==> src/rtl/cpu_rf_wb_arb.sv <==
// Writeback arbiter for the register-file write port: ALU results have priority; load returns queue in a FIFO with a starvation override.
// Optional macro WB_LD_BYPASS_EN lets a load skip an empty FIFO when the ALU is idle.
module cpu_rf_wb_arb #(
  parameter int DEPTH        = 4,
  parameter int STARVE_LIMIT = 8
) (
  input  logic                       clk,
  input  logic                       rst,
  input  logic                       alu_vld,
  input  logic [3:0]                 alu_rd,
  input  logic [31:0]                alu_data,
  output logic                       alu_stall,
  input  logic                       ld_vld,
  output logic                       ld_rdy,
  input  logic [3:0]                 ld_rd,
  input  logic [31:0]                ld_data,
  input  logic                       ld_iss,
  input  logic [3:0]                 ld_iss_rd,
  output logic                       wrt_en,
  output logic [3:0]                 wrt_sel,
  output logic [31:0]                wrt_data,
  output logic [15:0]                busy,
  output logic [$clog2(DEPTH):0]     fifo_cnt,
  output logic                       err
);

  localparam int AW = $clog2(DEPTH);
  localparam int SW = $clog2(STARVE_LIMIT + 1);
  localparam logic [SW-1:0] STARVE_MAX = SW'(STARVE_LIMIT);
  localparam logic [AW:0]   DEPTH_CNT  = (AW + 1)'(DEPTH);

  logic [35:0]   mem_reg [DEPTH];
  logic [AW-1:0] wr_ptr_reg, rd_ptr_reg;
  logic [AW:0]   count_reg, count_next;
  logic [SW-1:0] starve_reg, starve_next;
  logic [15:0]   busy_reg, busy_next;
  logic          wrt_en_reg, wrt_en_next;
  logic [3:0]    wrt_sel_reg;
  logic [31:0]   wrt_data_reg;
  logic          err_reg, err_next;

  logic          fifo_empty;
  logic          force_ld;
  logic          grant_alu;
  logic          pop;
  logic          byp;
  logic          push;
  logic          grant_ld;
  logic          any_grant;
  logic [3:0]    head_rd;
  logic [31:0]   head_data;
  logic [3:0]    sel_rd;
  logic [31:0]   sel_data;

  assign fifo_empty = (count_reg == '0);
  assign ld_rdy     = (count_reg < DEPTH_CNT);
  assign head_rd    = mem_reg[rd_ptr_reg][35:32];
  assign head_data  = mem_reg[rd_ptr_reg][31:0];

  // Starvation override beats the ALU; the ALU must then hold its result.
  assign force_ld  = (starve_reg == STARVE_MAX) && !fifo_empty;
  assign pop       = force_ld || (!alu_vld && !fifo_empty);
  assign grant_alu = alu_vld && !force_ld;
  assign alu_stall = alu_vld && force_ld;

`ifdef WB_LD_BYPASS_EN
  assign byp = fifo_empty && !alu_vld && ld_vld;
`else
  assign byp = 1'b0;
`endif

  assign push      = ld_vld && ld_rdy && !byp;
  assign grant_ld  = pop || byp;
  assign any_grant = grant_alu || grant_ld;

  always_comb begin
    sel_rd   = ld_rd;
    sel_data = ld_data;
    if (grant_alu) begin
      sel_rd   = alu_rd;
      sel_data = alu_data;
    end else if (pop) begin
      sel_rd   = head_rd;
      sel_data = head_data;
    end
  end

  // R0 writes are dropped but still flagged when they carry non-zero data.
  always_comb begin
    wrt_en_next = any_grant && (sel_rd != 4'd0);
    err_next    = (any_grant && (sel_rd == 4'd0) && (sel_data != 32'd0))
               || (grant_alu && busy_reg[alu_rd]);
  end

  always_comb begin
    count_next = count_reg;
    if (push && !pop)
      count_next = count_reg + (AW + 1)'(1);
    else if (pop && !push)
      count_next = count_reg - (AW + 1)'(1);
  end

  always_comb begin
    starve_next = starve_reg;
    if (fifo_empty || pop)
      starve_next = '0;
    else if (starve_reg != STARVE_MAX)
      starve_next = starve_reg + SW'(1);
  end

  // Per-register scoreboard: a new issue wins over a same-cycle load retire.
  genvar gi;
  generate
    for (gi = 0; gi < 16; gi++) begin : g_busy
      logic set_bit;
      logic clr_bit;
      assign set_bit = ld_iss && (ld_iss_rd == 4'(gi)) && (ld_iss_rd != 4'd0);
      assign clr_bit = grant_ld && (sel_rd == 4'(gi));
      assign busy_next[gi] = set_bit ? 1'b1 : (clr_bit ? 1'b0 : busy_reg[gi]);
    end
  endgenerate

  always_ff @(posedge clk) begin
    if (push)
      mem_reg[wr_ptr_reg] <= {ld_rd, ld_data};
  end

  always_ff @(posedge clk or posedge rst) begin
    if (rst) begin
      wr_ptr_reg   <= '0;
      rd_ptr_reg   <= '0;
      count_reg    <= '0;
      starve_reg   <= '0;
      busy_reg     <= '0;
      wrt_en_reg   <= 1'b0;
      wrt_sel_reg  <= 4'd0;
      wrt_data_reg <= 32'd0;
      err_reg      <= 1'b0;
    end else begin
      if (push)
        wr_ptr_reg <= wr_ptr_reg + AW'(1);
      if (pop)
        rd_ptr_reg <= rd_ptr_reg + AW'(1);
      count_reg  <= count_next;
      starve_reg <= starve_next;
      busy_reg   <= busy_next;
      wrt_en_reg <= wrt_en_next;
      err_reg    <= err_next;
      if (wrt_en_next) begin
        wrt_sel_reg  <= sel_rd;
        wrt_data_reg <= sel_data;
      end
    end
  end

  assign wrt_en   = wrt_en_reg;
  assign wrt_sel  = wrt_sel_reg;
  assign wrt_data = wrt_data_reg;
  assign busy     = busy_reg;
  assign fifo_cnt = count_reg;
  assign err      = err_reg;

endmodule
==> config.mk <==
export PLATFORM = sky130hd
export DESIGN_NAME = cpu_rf_wb_arb
export DESIGN_NICKNAME = d
export VERILOG_FILES = /design/src/rtl/cpu_rf_wb_arb.sv
export SDC_FILE = /design/constraint.sdc
export NUM_CORES = 1
export LEC_CHECK = 0
export BUFFER_PORTS_ARGS = -buffer_cell sky130_fd_sc_hd__buf_2
export CAP_MARGIN = 20
export CORE_UTILIZATION = 61
export CTS_CLUSTER_SIZE = 28
export DETAILED_ROUTE_END_ITERATION = 7
export PLACE_DENSITY = 0.85
export SLEW_MARGIN = 20
export SYNTH_ARGS = -nofsm -noshare
export SYNTH_HDL_FRONTEND = slang
export SYNTH_SLANG_ARGS = --single-unit
export TNS_END_PERCENT = 10
==> constraint.sdc <==
create_clock -name clk -period 4 [get_ports clk]
set_clock_uncertainty 0.1 [all_clocks]
set_input_delay 0.2 -clock clk [delete_from_list [all_inputs] [get_ports clk]]
set_output_delay 0.2 -clock clk [all_outputs]
set_load 0.05 [all_outputs]
==> results.py <==
metrics = {
    "synth": {
        "yosys_warnings": 0,
        "ys_ff_latch": 209,
        "seq_area_frac_synth_pct": 64.6,
        "synthesis.nets": 703,
        "synth_top_area_share_pct": 46.9,
        "synth_edf_count": 144,
        "ys.flop_type": "edfxtp_1",
        "synthCells": 614,
        "yosysUniqueCellTypes": 50,
        "synthArstFlopShare_pct": 31.1,
        "synth_area_leader_cell": "edfxtp_1",
        "synthTopCellsByArea": "edfxtp_1, dfrtp_1, mux4_2, mux2_1, a221oi_1",
        "synthesis.area_um2": 9220,
        "postSynthAreaPerCell_um2": 15.0,
    },
    "power": {
        "p_leak_nw": 4.38,
        "ir_drop_mv": 0.644,
        "powerDensity_nw_per_um2": 781,
    },
    "outcome": {
        "status": "finished with violations",
        "violations": "design-rule violations",
    },
    "cells_and_area": {
        "layout.nets": 892,
        "regArea_um2": 5950,
        "syn_to_final_growth_pct": 21.8,
        "antenna_cells": 0,
        "largest_reg_flops": 144,
        "fill_cells": 828,
        "multi_input_area_um2": 2920,
        "drive_gt1_share_pct": 29.5,
        "design_area_um2": 11200,
    },
    "timing": {
        "max_clock_freq_ghz": 0.280,
        "maxSlewHeadroom_pct": 25.5,
        "rsz0062_at_grt": "no",
        "hold_viol_final": 0,
        "drv_slew": 0,
        "tns_ns": 0,
        "fin_crit_sh_pct": 89.4,
        "setup_viol": 0,
        "finalHoldWorstSlack_ns": 0.0239,
        "worst-slew-pin-transition_ns": 1.12,
        "fin_crit_ns": 3.58,
    },
    "drt": {
        "remaining_drc_errors": 16,
        "antenna_left": 0,
        "routedWlPerCell_um": 23.6,
        "vias": 6535,
        "drtIter0Drc": 624,
        "via_per_inst": 6.52,
        "drt_wl_total_um": 23700,
        "drt_pass1_iterations": 7,
    },
    "floorplanning": {
        "fp.dieW_um": 125,
        "rows": 44,
        "dieArea_um2": 15600,
        "io_pins": 140,
        "core_um2": 14600,
        "fp.dieH_um": 125,
        "start_util_pct": 62.9,
    },
    "clock_tree": {
        "cts_buffers": 22,
        "cts_setup_buffers": 0,
        "root_buffer": "clkbuf_16",
        "htree_levels": 1,
        "cts_tree": "yes",
        "clockBufferDepth": 3,
        "clock_latency_ns": 0.50,
        "clkTransAtPathRegs_ns": 0.06,
        "cts.sink_count": 209,
        "post_cts_resized": 0,
    },
    "critical_path": {
        "crit_path_start_kind": "flip-flop",
        "cp_max_fo": 27,
        "arrival_ns": 3.86,
        "crit_required_ns": 4.29,
        "crit_type": "flip-flop to flip-flop",
        "end_kind": "flip-flop",
    },
    "grt": {
        "grt_pass1_vias": 6897,
        "grt_use_total_pct": 31.3,
        "antenna_found_initial": 0,
        "grt_overflow_total": 0,
        "grt_max_degree": 45,
        "grt_pass1_wl_um": 37200,
    },
    "job": {
        "maxCapViolations": 0,
    },
    "min_path": {
        "hold_class": "primary input to flip-flop",
    },
    "placement": {
        "post_dp_cell_area_um2": 10000,
        "place.gp.congestion": 0.923,
        "io_buffers": 139,
        "dp.final_hpwl_um": 14500,
    },
}
[Yosys cell counts (11+ instances only)]
| cell | instances |
|---|---|
| a21oi_1 | 35 |
| a221oi_1 | 23 |
| clkbuf_1 | 17 |
| dfrtp_1 | 65 |
| edfxtp_1 | 144 |
| inv_1 | 38 |
| mux2_1 | 23 |
| mux2_2 | 11 |
| mux4_2 | 35 |
| nand2_1 | 49 |
| nor3_1 | 23 |
| o21ai_0 | 33 |
[cells in the final DEF (no fill, tap or decap), types with 2 or more instances in the layout]
cell,netlist,final
mux2_2,11,11
xnor2_1,5,5
o2bb2ai_1,2,2
mux2i_1,6,6
nand3b_1,4,4
edfxtp_1,144,144
inv_1,38,37
mux2_1,23,23
nor2b_1,2,2
mux4_1,6,6
nor3_1,23,23
or4_1,2,2
buf_2,6,139
clkbuf_1,17,10
ha_1,7,7
o21ai_0,33,33
a221oi_1,23,23
a21oi_1,35,35
o21ai_1,2,2
clkbuf_16,0,23
bufinv_16,0,2
xor2_1,3,3
o22ai_1,7,7
nand2_1,49,49
clkinv_1,0,3
buf_4,4,12
mux4_2,35,35
nor2_1,8,8
dfrtp_1,65,64
and3_1,2,2
nand2b_1,7,7
and2_2,0,4
dlygate4sd3_1,0,47
o221ai_1,2,2
nand3_1,8,8
nor4_1,7,7
o221ai_2,2,2
[power by group]
part	internal [mW]	switching [mW]	leakage (nW)	total [mW]
registers	2.86	0.318	2.07	3.18
clock network	1.21	0.816	0.340	2.02
logic	1.17	2.39	1.97	3.56
total	5.24	3.52	4.38	8.76
[worst max-delay path, stage by stage (launching register included)]
cell and delay, ns:
dfrtp_1 0.47, or3_2 0.65, mux2i_1 0.18, o221ai_2 0.38, nor2_4 0.11, a21oi_4 0.84
buf_4 0.36, mux2_2 0.36
[per-stage QoR]
stage          util (%)  power (mW)  std cells  worst slack (ns)
2_1_floorplan         -        5.78        614              1.24
3_3_place_gp       68.6        6.51        916             0.640
3_5_place_dp       68.6        6.64        916             0.512
4_1_cts            76.7        8.73       1003             0.504
5_1_grt            76.7        9.09       1003             0.304
6_report           76.7        8.76       1003             0.424
[what timing repair did]
action                     in CTS  in global routing
hold endpoints to repair      200                  0
setup endpoints to repair       0                  0
hold buffers                   47                  0
[area by class of cell]
class	count	share of cell area, %
Inverter	38	1.28
Clock buffer	34	5.58
Multi-Input combinational cell	333	26.0
Clock inverter	6	0.713
Tap cell	184	2.05
Sequential cell	209	53.0
Timing Repair Buffer	199	11.4
[cell families (layout without fill, tap and decap cells)]
| family | Yosys count | in the layout | share of synthesized area, % |
|---|---|---|---|
| muxes | 81 | 81 | 15.1 |
| adders and majority gates | 8 | 8 | 1.17 |
| buffers and inverters | 72 | 277 | 3.84 |
| xor gates and xnor gates | 8 | 8 | 0.760 |
| and+or+nand+nor | 123 | 123 | 6.65 |
| DFF | 209 | 209 | 64.6 |
| AOI/OAI and AO/OA | 113 | 113 | 7.94 |
[per-layer routing]
metal | vias to the layer above | part of all wire, % | track usage (%) | wire length [µm]
li1 | 2752 | - | - | -
met1 | 3281 | 37 | 41.3 | 8870
met3 | 54 | 9.2 | 6.10 | 2180
met2 | 448 | 51 | 52.7 | 12100
met4 | 0 | 2.4 | 11.2 | 557
met5 | - | 0 | 0 | 0
[path summary, 6_finish.rpt]
kind | start | end | slack [ns] | cells after the start
max | fifo_cnt[0] | wrt_data[2] | 0.42 | 7
min | alu_data[21] | wrt_data[21] | 0.02 | 4
max reg2reg | fifo_cnt[0] | wrt_data[2] | 0.42 | 7
min reg2reg | wrt_data[15] | wrt_data[15] | 0.39 | 1
max in group asynchronous | rst | busy[15] | 2.72 | 4
min in group asynchronous | rst | wrt_sel[3] | 0.29 | 3
No activity file was read; power rests on OpenSTA's default activity.
